--- config.mk ---
export PLATFORM = sky130hd
export DESIGN_NAME = mdu_hilo
export DESIGN_NICKNAME = d
export VERILOG_FILES = /design/src/rtl/mdu_hilo.sv
export SDC_FILE = /design/constraint.sdc
export NUM_CORES = 2
export LEC_CHECK = 0
export CORE_MARGIN = 2
export CORE_UTILIZATION = 30
export CTS_CLUSTER_DIAMETER = 120
export CTS_CLUSTER_SIZE = 14
export DETAILED_ROUTE_END_ITERATION = 10
export SLEW_MARGIN = 20
export SYNTH_ARGS = -nofsm -noshare
export SYNTH_HDL_FRONTEND = slang
export SYNTH_SLANG_ARGS = --single-unit
--- constraint.sdc ---
create_clock -name clk -period 11.9 [get_ports clk]
set_input_delay 3.57 -clock clk [delete_from_list [all_inputs] [get_ports clk]]
set_output_delay 3.57 -clock clk [all_outputs]
set_load 0.01 [all_outputs]
--- src/rtl/mdu_hilo.sv ---
// mdu_hilo: multiply/divide unit owning the HI/LO register pair.
// A start is taken only in IDLE. Multiplies finish after MUL_STAGES cycles.
// Divides use XLEN restoring steps plus one sign-fixup cycle.
// flush aborts whatever is in flight without touching HI/LO.
module mdu_hilo #(
   parameter int XLEN       = 32,
   parameter int MUL_STAGES = 2
) (
   input  logic            clk,
   input  logic            rst,
   input  logic            start,
   input  logic [2:0]      op,
   input  logic [XLEN-1:0] opa,
   input  logic [XLEN-1:0] opb,
   input  logic            flush,
   output logic [XLEN-1:0] hi,
   output logic [XLEN-1:0] lo,
   output logic            busy,
   output logic            done
);

   localparam logic [2:0] opMult  = 3'd1;
   localparam logic [2:0] opMultu = 3'd2;
   localparam logic [2:0] opDiv   = 3'd3;
   localparam logic [2:0] opDivu  = 3'd4;
   localparam logic [2:0] opMthi  = 3'd5;
   localparam logic [2:0] opMtlo  = 3'd6;

   // One counter serves both the multiply latency and the divide iterations.
   localparam int CMAX  = (XLEN > MUL_STAGES) ? XLEN : MUL_STAGES;
   localparam int CNT_W = $clog2(CMAX + 1);
   localparam logic [CNT_W-1:0] mulLast = (MUL_STAGES > 1) ? CNT_W'(MUL_STAGES - 2) : '0;
   localparam logic [CNT_W-1:0] divLast = CNT_W'(XLEN - 1);

   typedef enum logic [1:0] {IDLE, MUL, DIV, FIX} stateT;

   stateT state, nextState;

   logic [CNT_W-1:0]  cnt;
   logic [2*XLEN-1:0] prodR;
   logic [XLEN-1:0]   remR, quoR, dvsR;
   logic              negQ, negR;

   logic loadMul, writeMul, loadDiv, stepDiv, writeDiv, writeZero, writeHi, writeLo;

   // Operands sign- or zero-extended so one truncated multiply serves both flavours.
   logic              sgnOp;
   logic [2*XLEN-1:0] aExt, bExt, mulNow;
   logic              aNeg, bNeg;
   logic [XLEN:0]     remShift;
   logic [XLEN-1:0]   remSub;

   assign sgnOp    = (op == opMult) || (op == opDiv);
   assign aExt     = {{XLEN{sgnOp & opa[XLEN-1]}}, opa};
   assign bExt     = {{XLEN{sgnOp & opb[XLEN-1]}}, opb};
   assign mulNow   = aExt * bExt;
   assign aNeg     = sgnOp & opa[XLEN-1];
   assign bNeg     = sgnOp & opb[XLEN-1];
   assign remShift = {remR, quoR[XLEN-1]};
   assign remSub   = remShift[XLEN-1:0] - dvsR;
   assign busy     = (state != IDLE);

   // State register.
   always_ff @(posedge clk) begin
      if (!rst) state <= IDLE;
      else      state <= nextState;
   end

   // Next-state and datapath controls; flush kills every action this cycle.
   always_comb begin
      nextState = state;
      loadMul   = 1'b0;
      writeMul  = 1'b0;
      loadDiv   = 1'b0;
      stepDiv   = 1'b0;
      writeDiv  = 1'b0;
      writeZero = 1'b0;
      writeHi   = 1'b0;
      writeLo   = 1'b0;
      if (flush) begin
         nextState = IDLE;
      end else begin
         case (state)
            IDLE: if (start) begin
               case (op)
                  opMult, opMultu: begin
                     loadMul = 1'b1;
                     if (MUL_STAGES > 1) nextState = MUL;
                  end
                  opDiv, opDivu: begin
                     if (opb == '0) writeZero = 1'b1;
                     else begin
                        loadDiv   = 1'b1;
                        nextState = DIV;
                     end
                  end
                  opMthi:  writeHi = 1'b1;
                  opMtlo:  writeLo = 1'b1;
                  default: ;
               endcase
            end
            MUL: if (cnt == mulLast) begin
               writeMul  = 1'b1;
               nextState = IDLE;
            end
            DIV: begin
               stepDiv = 1'b1;
               if (cnt == divLast) nextState = FIX;
            end
            FIX: begin
               writeDiv  = 1'b1;
               nextState = IDLE;
            end
            default: nextState = IDLE;
         endcase
      end
   end

   // Datapath, HI/LO and the done pulse.
   always_ff @(posedge clk) begin
      if (!rst) begin
         hi    <= '0;
         lo    <= '0;
         done  <= 1'b0;
         cnt   <= '0;
         prodR <= '0;
         remR  <= '0;
         quoR  <= '0;
         dvsR  <= '0;
         negQ  <= 1'b0;
         negR  <= 1'b0;
      end else begin
         done <= 1'b0;
         if (loadMul || loadDiv) cnt <= '0;
         else if (busy)          cnt <= cnt + CNT_W'(1);

         if (loadMul) begin
            // A single-stage multiplier commits straight from the issue cycle.
            if (MUL_STAGES == 1) begin
               {hi, lo} <= mulNow;
               done     <= 1'b1;
            end else begin
               prodR <= mulNow;
            end
         end
         if (writeMul) begin
            {hi, lo} <= prodR;
            done     <= 1'b1;
         end

         if (writeZero) begin
            hi   <= opa;
            lo   <= '1;
            done <= 1'b1;
         end
         if (loadDiv) begin
            remR <= '0;
            quoR <= aNeg ? -opa : opa;
            dvsR <= bNeg ? -opb : opb;
            negQ <= aNeg ^ bNeg;
            negR <= aNeg;
         end
         // Restoring step: dividend bits shift in MSB first; quotient bits enter at the bottom.
         if (stepDiv) begin
            if (remShift >= {1'b0, dvsR}) begin
               remR <= remSub;
               quoR <= {quoR[XLEN-2:0], 1'b1};
            end else begin
               remR <= remShift[XLEN-1:0];
               quoR <= {quoR[XLEN-2:0], 1'b0};
            end
         end
         // MIN_INT / -1 falls out naturally: magnitude 2^(XLEN-1), no negation.
         if (writeDiv) begin
            lo   <= negQ ? -quoR : quoR;
            hi   <= negR ? -remR : remR;
            done <= 1'b1;
         end

         if (writeHi) hi <= opa;
         if (writeLo) lo <= opa;
      end
   end

endmodule

* Word-level counts from Yosys, hierarchy flattened
Cells that the tools add are included.
** Word-level totals
- Register bits :: 235
- Input port bits :: 71
- Output and inout port bits :: 66
- Logic and storage cells :: 108
** Operators by class
- Add/sub/neg operators :: 6
- $mul :: 1
- $lt $le $gt $ge :: 1
- Eq/ne operators :: 15
- Multiplexer cells :: 56
- Bitwise logic cells :: 4
- Reductions and logical operators :: 14
** Operators with widths (number)
- 2-to-1 mux 32 bit :: 17
- negation 32 bit :: 4
- multiplier 33 x 33 -> 64 bit :: 1
- >= comparator 33 x 32 -> 1 bit :: 1
- 2-to-1 mux 1 bit :: 33
- zero test 32 bit :: 1
- subtractor 32 bit :: 1
- equality test 3 bit (second input constant) :: 3
- 2-to-1 mux 2 bit :: 4
- case mux 2 bit (4 select lines) :: 1
- nonzero test 4 bit :: 2
- OR reduction 2 bit :: 4
- adder 6 x 1 -> 6 bit (second input constant) :: 1
- equality test 3 x 2 -> 1 bit (second input constant) :: 2
- equality test 6 x 5 -> 1 bit (second input constant) :: 1
- zero test 6 bit :: 1
- != test 2 bit (second input constant) :: 3
- AND reduction 5 bit :: 1
- equality test 2 bit (second input constant) :: 2
- case mux 2 bit (2 select lines) :: 1
- nonzero test 2 bit :: 2
- equality test 3 x 1 -> 1 bit (second input constant) :: 1
- != test 3 x 1 -> 1 bit (second input constant) :: 1
- != test 3 bit (second input constant) :: 1
- 6 further kinds :: 8

* Depth between registers and ports, before layout
- Depth in word-level cells :: 9
- Mapped depth :: 33
- Gate-level depth less buffers :: 29

* Worst setup path before layout
OpenSTA, ideal clock, no wires.
- Path kind :: in2reg
- From :: input op[0]
- To :: register prodR[62]
- Setup time :: 0.122 ns
- Arrival time :: 11.489 ns
- Required time :: 11.778 ns
- Setup slack :: 0.289 ns
- Cell stages on the path :: 28
- Path buffers :: 3
- Cells stage by stage :: nor2b_1 > clkbuf_1 > and2_1 > clkbuf_1 > buf_1 > nand2_1 > inv_1 > fa_1 > fa_1 > fa_1 > inv_1 > fa_1 > fa_1 > fa_1 > fa_1 > fa_1 > inv_1 > ha_1 > a21o_1 > a21o_1 > a21o_1 > a21oi_1 > nor2b_1 > o21ai_0 > a21boi_0 > nor3_1 > a2111oi_0 > a311o_1
** Between the ends
- Cells in the longest elaborated chain, start to end :: 6
- Elaborated cells between the ends (all ways) :: 12
- Those cells by class :: 1 x mul; 3 x eq/ne; 4 x mux; 2 x bitwise; 2 x reduce/logical
** RTL lines
- from (decl) :: line 12 : input logic [2:0] op,
- branches (longest 6 deep; another with multiplier 33 x 33 -> 64 bit)
- to (signal assigned) :: line 143 : prodR <= mulNow;
- to (decl) :: line 40 : logic [2*XLEN-1:0] prodR;
Parallel ways; which one is timed is not known.
A chain may end at the register's enable or synchronous reset.

* Final worst setup path
- From :: input op[0]
- To :: register prodR[60]
The elaborated chain is that of the path after synthesis.

==> results.tsv <==
stage	metric	value	unit
timing	fin worst setup slack	0.565	ns
yosys	Post-Syn Area	52300	sq um
route	Iter 0 DRT Violations	3567	
timing	RSZ-0062 raised after global routing	false	
clock_tree	Clock Sinks	235	
final_layout	Multi-input gate area	41400	sq um
setup_path	CP top delay family	adder cells	
yosys	distinct cell type count after synthesis	89	
setup_path	reg2reg setup slack	7.67	ns
setup_path	slowest CP cell	fa_1	
timing	Worst Max-Slew Pin Slew	1.09	ns
min_path	Hold Path Depth	2	
die	Die X-Extent	422	um
min_path	Hold Crit Class	register to register	
timing	Tcrit/Tclk final	95.2	%
clock_tree	Root Buffer	clkbuf_16	
die	Starting Density	30.1	%
die	Die ar.	178000	sq um
timing	Tmin final	11.33	ns
setup_path	FF-to-FF path depth	15	
flow_run	Max-Cap Viols	0	
timing	Final Max Slew Viols	0	
route	DR WL/cell	20.1	um
place	Placed Cells	8408	
setup_path	crit path capture type	register	
setup_path	critical-path maximum fanout	8	
setup_path	r2r startpoint	quoR[31]	
global_routing	largest net degree at the start of global routing	99	
yosys	Async SR Flop Fraction	0	%
global_routing	first-pass GRT wire length	265	mm
setup_path	arrival time worst endpoint	11.76	ns
final_layout	design area	57200	sq um
route	vias per cell	4.99	
setup_path	most frequent CP cell	fa_1	
yosys	ys flop type	dfxtp_1	
yosys	#FFs+latches synth	235	
global_routing	GR peak layer	met2	
min_path	Hold Crit Endpoint	prodR[20]	
clock_tree	Clock transition at path regs	0.07	ns
global_routing	met1 Resource Use GR	25.7	%
die	Rows	153	
run_status	status	completed	
place	Port Buffers	136	
global_routing	initial antenna violation count	6	
timing	Max-slew headroom	27.5	%
timing	Final Hold Fails	0	
route	remaining antenna violation count	0	
setup_path	CP Class	primary input to register	
clock_tree	# hold bufs at CTS	0	
clock_tree	Skew-Pair Late Insertion Delay	0.54	ns
final_layout	Register Area	4700	sq um
setup_path	Worst R2R End	remR[28]	
final_layout	layout cell share with drive strength beyond 1	5.55	%
timing	post-route clock skew	0.0109	ns
final_layout	final instance count without filler cells	8434	
yosys	syn_area_per_cell	8.55	sq um
clock_tree	H-Tree Level Count	1	
yosys	Seq/Total Area, Yosys	8.99	%
place	Routability Congestion	0.957	
yosys	post-synth top area share	43.1	%
yosys	top cells by area, synth	fa_1 (43%), dfxtp_1 (9.0%), inv_1 (8.8%), nand2_1 (7.4%), ha_1 (6.0%)	
clock_tree	Num CTS Buffers	20	
yosys	Mapped Nets	7572	
global_routing	gr usage total	19.1	%
global_routing	vias in the first global route	44300	
global_routing	total gr overflow	0	
setup_path	Worst Setup Start Kind	primary input	
place	Placement Cell Area	56600	sq um
yosys	leading area contributor after synthesis	fa_1	
timing	Fmax achieved	0.0882	GHz
final_layout	nets	7553	
global_routing	met3 usage	1.86	%
yosys	Synth Instances	6125	
route	drt pass-1 iters	6	
place	dpl hpwl	138	mm
yosys	number of flops mapped to enable cells by yosys	0	
global_routing	met2 Use GR	31.9	%
route	Via Count	42100	
yosys	yosys warns	0	
clock_tree	CTS tree	built	
final_layout	area grow syn2layout	9.26	%
die	I/O pin count	137	
setup_path	CP required	12.32	ns
timing	final setup vio count	0	
die	die height	422	um
route	Remaining DRCs	0	
die	core area	174000	sq um
setup_path	CP max stage delay	0.55	ns
route	final WL	170	mm
final_layout	Layout fillers	18200	
setup_path	CP bufs+invs	11	
min_path	hold path startpoint	prodR[20]	
place	Place WS	-0.0751	ns
clock_tree	CTS max path bufs	3	
timing repair:
action                     CTS  global route
setup endpoints to repair    0             1
gates resized for setup      0             1
setup buffers                0             0
metal layers:
metal	wire [um]	vias up
li1	-	18600
met1	72700	21900
met2	81300	1371
met3	9500	267
met4	6350	0
met5	0	-
stage by stage:
stage          hold slack (ns)  TNS [ns]  utilization [%]
6_report                 0.454         0             32.9
5_1_grt                  0.466         0             32.9
4_1_cts                  0.455         0             32.9
3_5_place_dp             0.445    -0.139             32.6
3_3_place_gp             0.440   -0.0723             32.6
2_1_floorplan            0.425         0                -
worst min-delay path: stages, from the launching register on:
cell and delay (ns):
dfxtp_1 0.31, nand2_1 0.05, a21oi_1 0.05
placed cells by master, fill, tap and decap left out, types with 11 or more instances in the layout:
cell,instances
buf_2,49
or4_1,15
a221oi_1,35
a211oi_1,61
nand3_1,32
o31ai_1,45
and3_1,38
clkdlybuf4s50_1,87
nor3_1,54
xnor2_1,143
or3_1,22
buf_12,17
xor2_1,78
a31oi_1,21
fa_1,1126
dfxtp_1,235
o21a_1,13
nand4_1,25
nor2_1,245
nand2b_1,15
a21o_1,44
inv_1,1220
a22oi_1,20
nor4_1,11
clkbuf_16,21
mux2i_1,20
nor2b_1,13
buf_4,204
o21ai_1,31
nand2_1,1033
and2_1,334
ha_1,250
a21oi_1,267
a222oi_1,15
o221ai_1,24
o21ai_0,95
o21bai_1,25
final cells by class:
class                   count  area share, %
diodes                      3         0.0131
clock buffers              21          0.919
clock inverters             1        0.00875
inverters                1221           8.02
multi-input cells        4270           72.5
flip-flops and latches    235           8.23
well taps                2325           5.09
repair buffers            358           5.24
logic make-up after synthesis:
kind of cell               after synthesis  synth area share, %
buffers and inverters                 1620                 11.9
and+or+nand+nor                       1886                 16.5
DFF                                    235                 8.99
muxes                                   21                0.404
xor gates and xnor gates               221                 3.70
adders and majority gates             1376                 49.0
AOI/OAI and AO/OA                      766                 9.51
worst max path at each step:
stage	start	end	depth (start not counted)
2_1_floorplan	op[0]	prodR[62]	28
3_3_place_gp	op[0]	prodR[60]	32
3_5_place_dp	op[0]	prodR[60]	32
4_1_cts	op[0]	prodR[60]	32
5_1_grt	op[0]	prodR[60]	32
6_report	op[0]	prodR[60]	32
flip-flops by register name, indices dropped and copies added (netlist names):
name / count
dvsR: 32
lo: 32
negR: 1
quoR: 32
cnt: 6
state: 2
prodR: 64
negQ: 1
done: 1
remR: 32
hi: 32
synthesized netlist by cell type (18+ instances only):
master,instances
inv_1,1221
dfxtp_1,235
nand2_1,1035
nor3_1,54
a221oi_1,35
o21ai_1,31
nand3_1,32
a21o_1,44
fa_1,1126
clkbuf_1,297
o21ai_0,95
ha_1,250
o21bai_1,25
a31oi_1,21
xnor2_1,143
nand4_1,25
or3_1,22
a22oi_1,20
buf_2,18
mux2i_1,20
and3_1,38
o31ai_1,45
a21oi_1,267
and2_1,335
o221ai_1,24
nor2_1,246
xor2_1,78
buf_1,67
a211oi_1,61
Power is not shown: default switching activity piles up to over one toggle a cycle in this logic, so the estimate is an artifact.
